## config.mk

```make
export PLATFORM = sky130hd
export DESIGN_NAME = friscv_rv32i_encoder
export DESIGN_NICKNAME = d
export VERILOG_FILES = /design/src/rtl/friscv_rv32i_encoder.sv
export SDC_FILE = /design/constraint.sdc
export NUM_CORES = 1
export LEC_CHECK = 0
export CORE_ASPECT_RATIO = 0.5
export CORE_MARGIN = 5
export CORE_UTILIZATION = 55
export DETAILED_ROUTE_END_ITERATION = 12
export DONT_BUFFER_PORTS = 1
export GPL_ROUTABILITY_DRIVEN = 0
export PLACE_DENSITY = 0.79
export SYNTH_ARGS = -nofsm -noshare
export SYNTH_HDL_FRONTEND = slang
export SYNTH_SLANG_ARGS = --single-unit
```

## constraint.sdc

```tcl
create_clock -name aclk -period 2.3 [get_ports aclk]
set_clock_uncertainty 0.2 [all_clocks]
set_input_delay 0.46 -clock aclk [delete_from_list [all_inputs] [get_ports aclk]]
set_output_delay 0.46 -clock aclk [all_outputs]
set_load 0.01 [all_outputs]
```

## src/rtl/friscv_rv32i_encoder.sv

```systemverilog
// friscv_rv32i_encoder: packs RV32I fields into instruction words through a 2-entry FIFO.
// Statistics counters are built only when FRISCV_ENCODER_STATS_EN is defined.
module friscv_rv32i_encoder #(
    parameter int XLEN = 32
) (
    input  logic            aclk,
    input  logic            aresetn,
    input  logic            req_valid,
    output logic            req_ready,
    input  logic [2:0]      req_format,
    input  logic [6:0]      opcode,
    input  logic [2:0]      funct3,
    input  logic [6:0]      funct7,
    input  logic [4:0]      rs1,
    input  logic [4:0]      rs2,
    input  logic [4:0]      rd,
    input  logic [XLEN-1:0] imm,
    output logic            inst_valid,
    input  logic            inst_ready,
    output logic [XLEN-1:0] inst,
    output logic            inst_error,
    output logic [31:0]     inst_count,
    output logic [15:0]     err_count
);
    logic [XLEN-1:0] word;
    logic            bad;
    logic            fit12, fit13, fit21;
    logic [XLEN:0]   mem [2];
    logic            wr_ptr, rd_ptr, up;
    logic [1:0]      count;
    logic            push, pop;

    // An immediate fits in N signed bits when bits [31:N-1] are all copies of the sign.
    assign fit12 = &imm[31:11] | ~|imm[31:11];
    assign fit13 = &imm[31:12] | ~|imm[31:12];
    assign fit21 = &imm[31:20] | ~|imm[31:20];

    always_comb begin
        word = '0;
        bad  = 1'b0;
        case (req_format)
            3'd0: word = {funct7, rs2, rs1, funct3, rd, opcode};
            3'd1: begin
                word = {imm[11:0], rs1, funct3, rd, opcode};
                bad  = !fit12;
            end
            3'd2: begin
                word = {imm[11:5], rs2, rs1, funct3, imm[4:0], opcode};
                bad  = !fit12;
            end
            3'd3: begin
                word = {imm[12], imm[10:5], rs2, rs1, funct3, imm[4:1], imm[11], opcode};
                bad  = !fit13 || imm[0];
            end
            3'd4: begin
                word = {imm[31:12], rd, opcode};
                bad  = |imm[11:0];
            end
            3'd5: begin
                word = {imm[20], imm[10:1], imm[11], imm[19:12], rd, opcode};
                bad  = !fit21 || imm[0];
            end
            default: bad = 1'b1;
        endcase
    end

    assign push       = req_valid && req_ready;
    assign pop        = inst_valid && inst_ready;
    assign req_ready  = up && count != 2'd2;
    assign inst_valid = count != 2'd0;
    // Outputs are gated by occupancy so storage needs no reset.
    assign inst       = inst_valid ? mem[rd_ptr][XLEN-1:0] : '0;
    assign inst_error = inst_valid && mem[rd_ptr][XLEN];

    always_ff @(posedge aclk) begin
        if (!aresetn) begin
            wr_ptr <= 1'b0;
            rd_ptr <= 1'b0;
            count  <= 2'd0;
            up     <= 1'b0;
        end else begin
            up     <= 1'b1;
            wr_ptr <= wr_ptr ^ push;
            rd_ptr <= rd_ptr ^ pop;
            count  <= count + 2'(push) - 2'(pop);
        end
    end

    always_ff @(posedge aclk) begin
        if (push)
            mem[wr_ptr] <= {bad, word & {XLEN{!bad}}};
    end

`ifdef FRISCV_ENCODER_STATS_EN
    always_ff @(posedge aclk) begin
        if (!aresetn) begin
            inst_count <= '0;
            err_count  <= '0;
        end else if (pop) begin
            inst_count <= inst_count + 32'd1;
            if (inst_error && err_count != 16'hFFFF)
                err_count <= err_count + 16'd1;
        end
    end
`else
    assign inst_count = '0;
    assign err_count  = '0;
`endif
endmodule

```

==> results.md <==
- The worst-path cell with the longest stage delay is sky130_fd_sc_hd__nor4_2.
- The largest total area in the synthesized netlist belongs to sky130_fd_sc_hd__edfxtp_1.
- Measured along the y axis, the die boundary spans 72.3 um.
- Yosys mapped a number of flops with a built-in enable equal to 66.
- The via count of the first global-routing pass was 2744.
- Global routing finished with a remaining overflow of 0.
- The top-area cell type share of the netlist area is 0.464.
- The gate count after technology mapping is 379.
- The share of synthesized area spent on multiplexers is 0.0877.
- Hold is met by 0.0557 ns.
- The cell area power density is 868 nW/um^2.
- The finished layout holds 493 standard cells, fillers aside.
- The pre-antenna-repair detailed-routing pass consisted of 5 iterations.
- The slew of the pin with the lowest slew margin is 0.762 ns.
- The TritonCTS sink count is 72.
- The wire length after detailed routing is 9540 um.
- The share of post-route cells with drive strength above 1 is 0.199.
- In this run the register-to-register setup slack is 0.19 ns.
- In this run, the number of DRC markers left after iteration 0 of detailed routing was 199.
- The number of antenna violations at the first check in global routing is 0.
- In this run the standard cell core region covers 7430 um^2.
- STA classifies the critical path endpoint as a register.
- The maximum fanout along the worst path is 18.
- The number of buffer and inverter instances along the worst setup path is 1.
- The mean area per synthesized cell is 11.3 um^2.
- After routing the design area is 4650 um^2.
- The commonest register cell after synthesis is sky130_fd_sc_hd__edfxtp_1.
- The met2 wirelength from detailed routing is 4410 um.
- After detailed routing, the met3 layer carries 1170 um of wire.
- The TritonCTS buffer count is 9.
- The required time of the critical path is 2.19 ns.
- The maximum number of buffers from clock root to sink is 2.
- The die is 135 um wide.
- Across the VDD grid, the largest voltage drop is 0.387 mV.
- The sequential area share after synthesis is 0.493.
- The post-synthesis share of cell area spent on xor and xnor gates is 0.00821.
- The number of cell rows is 22.
- Dividing the detail-routed wire length by the instance count gives 19.4 um.
- The boundary pin count is 154.
- The largest single stage delay on the critical path is 0.41 ns.
- In this run the top signal layer used is met4.
- Buffers placed on the I/O ports in this run total 0.
- The die covers 9730 um^2.
- The final number of max-transition violations is 0.
- Static timing analysis puts the maximum clock frequency at 464 MHz.
- Summing all placed instances gives a cell area of 4350 um^2.
- For this configuration, the core starts out at a cell density of 0.574.
- The class of the tightest hold or removal check is in -> reg.
- The number of post-CTS setup repair buffers is 0.
- The clock latency on the worst-skew pair is 0.33 ns.
- Entering global routing, the biggest net connects 34 pins.
- Traced cell by cell, the critical path runs through nor4_1 > nand3_1 > a2bb2oi_1 > o221a_4 > buf_4 > nor4_2.
- The detail route stage leaves a number of antenna-violating nets equal to 0.
- The tool flagged a number of max-cap violations equal to 0.
- The worst slew slack as a fraction of its limit is 0.492.
- The number of unique standard cell types used by synthesis is 38.
- The final cell utilization of the core is 0.625.
- The first global-routing pass estimated 14400 um of wire.
- The total routing usage reported by global routing is 0.192.
- The post-route clock period utilization is 0.938.
- For this run, asynchronously set or reset flops after synthesis account for 0.
- The H-tree was split into 3 levels.
- The hold violation count in the final report is 0.
- The Yosys step of the flow raised 0 warnings.
- After detailed routing, the number of vias per cell comes to 5.87.
- The sum of negative setup slack is 0 ns.
- The critical path class is in -> reg.
- In this run the static leakage power is 1.63 nW.
- The post-synthesis share of cell area spent on and, or, nand and nor gates is 0.197.
- The register clock-pin slew on the reported worst setup and hold paths is 0.05 ns.
- The total half-perimeter wirelength after legalization and detailed placement is 7320 um.
- The largest family of logic cells by synthesized area is simple AND/OR/NAND/NOR gates.
- The post-synthesis share of cell area spent on full adders, half adders and majority gates is 0.0117.
- TritonCTS built the clock tree.
- The relative area change from synthesis to final layout is 8.88%.
- The arrival time at the worst endpoint is 2.05 ns.
- The post-synthesis compound-gate area fraction is 0.0836.
- The family of cells with the greatest summed delay on the critical path is simple AND/OR/NAND/NOR gates.
- Ranked by total cell area, the synthesized netlist is headed by sky130_fd_sc_hd__edfxtp_1, sky130_fd_sc_hd__buf_4, sky130_fd_sc_hd__mux2i_1.
- After the last flow step, the layout net total stands at 467.
- Setup violations remaining at the end of the flow were counted as 0.
- The cell area after synthesis is 4270 um^2.
- For this run, design rule violations remaining after detail routing come to 0.
- The diode insertion count for antenna repair is 0.
- The number of placed instances, taps included, is 476.
- The run finished with clean final reports.
- The shortest clock period the worst path allows after layout is 2.16 ns.
- The total of flip-flops plus latches after synthesis is 72.
- The detailed-route wire length on metal 1 is 3890 um.
- The sort of element at the start of the critical path is an input port.
- The count of vias placed by the detailed router is 2894.
- Setup repair after global routing could not meet its margin everywhere.
- The tree is rooted in a sky130_fd_sc_hd__clkbuf_16.
==> metal layers <==
layer / vias up / track usage
met5: - / 0
met4: 0 / 0.0384
met3: 7 / 0.0789
met2: 195 / 0.314
met1: 1367 / 0.245
li1: 1325 / -
==> cells in the mapped netlist (4+ instances only) <==
library cell	number
sky130_fd_sc_hd__buf_4	48
sky130_fd_sc_hd__nand4_1	6
sky130_fd_sc_hd__nor2b_1	18
sky130_fd_sc_hd__nor3_2	11
sky130_fd_sc_hd__ha_1	4
sky130_fd_sc_hd__nand2_1	17
sky130_fd_sc_hd__o22ai_1	6
sky130_fd_sc_hd__a2bb2oi_1	5
sky130_fd_sc_hd__mux2i_1	34
sky130_fd_sc_hd__a22oi_1	17
sky130_fd_sc_hd__nor2_1	38
sky130_fd_sc_hd__edfxtp_1	66
sky130_fd_sc_hd__buf_2	10
sky130_fd_sc_hd__a21oi_1	15
sky130_fd_sc_hd__nor3_1	5
sky130_fd_sc_hd__inv_1	6
sky130_fd_sc_hd__dfxtp_1	6
sky130_fd_sc_hd__nor4_1	7
sky130_fd_sc_hd__nor4_2	19
sky130_fd_sc_hd__clkbuf_1	11
sky130_fd_sc_hd__and2_1	6
==> path summary, 6_finish.rpt <==
kind,startpoint,to,cells after the start
worst max-delay path,imm[23],mem[0][17]$_DFFE_PP_,6
worst min-delay path,aresetn,count[1]$_SDFF_PN0_,1
worst max register to register,count[0]$_SDFF_PN0_,count[1]$_SDFF_PN0_,9
worst min register to register,wr_ptr$_SDFF_PN0_,wr_ptr$_SDFF_PN0_,3
==> power breakdown <==
part,switching (mW),total [mW],internal [mW]
sequential,0.0770,1.64,1.57
combinational,0.745,1.19,0.445
clock,0.479,1.20,0.720
total,1.30,4.03,2.73
==> state kept, by name, summed over array words and instances, names as in the netlist, named ones only <==
register,flops
mem,66
rd_ptr,1
up,1
count,2
wr_ptr,1
==> stage by stage <==
step | worst slack (ns) | total power, mW
global route | -0.0261 | 4.22
detailed placement | -0.292 | 2.86
global placement | -0.256 | 2.81
finish | 0.143 | 4.03
floorplan | -0.0862 | 2.56
CTS | 0.0443 | 4.06
==> layout by cell type (no fill, tap or decap), types with 2 or more instances in the layout <==
cell / Yosys / layout
sky130_fd_sc_hd__nor3_1: 5 / 5
sky130_fd_sc_hd__inv_1: 6 / 6
sky130_fd_sc_hd__clkbuf_16: 0 / 9
sky130_fd_sc_hd__nor2_1: 38 / 36
sky130_fd_sc_hd__clkinv_1: 0 / 2
sky130_fd_sc_hd__clkinvlp_4: 0 / 2
sky130_fd_sc_hd__a22oi_1: 17 / 17
sky130_fd_sc_hd__nor2_2: 0 / 2
sky130_fd_sc_hd__a2bb2oi_1: 5 / 5
sky130_fd_sc_hd__conb_1: 1 / 48
sky130_fd_sc_hd__nor2b_1: 18 / 18
sky130_fd_sc_hd__o22ai_1: 6 / 6
sky130_fd_sc_hd__buf_12: 0 / 4
sky130_fd_sc_hd__nor4_1: 7 / 6
sky130_fd_sc_hd__mux2i_1: 34 / 34
sky130_fd_sc_hd__edfxtp_1: 66 / 66
sky130_fd_sc_hd__and2_1: 6 / 6
sky130_fd_sc_hd__buf_4: 48 / 23
sky130_fd_sc_hd__dfxtp_1: 6 / 5
sky130_fd_sc_hd__nand4_1: 6 / 6
sky130_fd_sc_hd__nor3_2: 11 / 11
sky130_fd_sc_hd__a21oi_1: 15 / 15
sky130_fd_sc_hd__nand2_1: 17 / 17
sky130_fd_sc_hd__nand3_1: 2 / 2
sky130_fd_sc_hd__ha_1: 4 / 4
sky130_fd_sc_hd__nor4_2: 19 / 19
sky130_fd_sc_hd__mux2_2: 3 / 3
sky130_fd_sc_hd__xnor2_1: 3 / 3
==> worst register-to-register path: stages (launching register included) <==
cell and delay, ns:
sky130_fd_sc_hd__dfxtp_1 0.38, sky130_fd_sc_hd__inv_1 0.05, sky130_fd_sc_hd__a21boi_0 0.25, sky130_fd_sc_hd__nand2_1 0.14, sky130_fd_sc_hd__ha_1 0.31, sky130_fd_sc_hd__inv_1 0.05, sky130_fd_sc_hd__ha_1 0.18, sky130_fd_sc_hd__xnor2_1 0.20
sky130_fd_sc_hd__xnor2_1 0.09, sky130_fd_sc_hd__and2_1 0.15
==> cell families (layout without fill, tap and decap cells) <==
kind of cell / after synthesis / count (layout)
DFF: 72 / 72
muxes: 37 / 37
AOI/OAI and AO/OA: 50 / 50
xor gates and xnor gates: 4 / 4
buffers and inverters: 79 / 50
and+or+nand+nor: 132 / 132
other: 1 / 48
adders and majority gates: 4 / 4
==> timing repair <==
item,in CTS,in global routing
resized for setup,1,3
hold buffers,1,0
setup endpoints to repair,1,9
endpoints found under the hold margin,1,0
==> cell type report <==
class | instances | area [um^2]
Fill cell | 581 | 2790
Sequential cell | 72 | 2110
Multi-Input combinational cell | 275 | 1870
Timing Repair Buffer | 28 | 263
Clock buffer | 10 | 229
Tap cell | 96 | 120
Clock inverter | 6 | 36.3
Inverter | 6 | 22.5
Note: power is estimated with default switching activity, not from simulation.
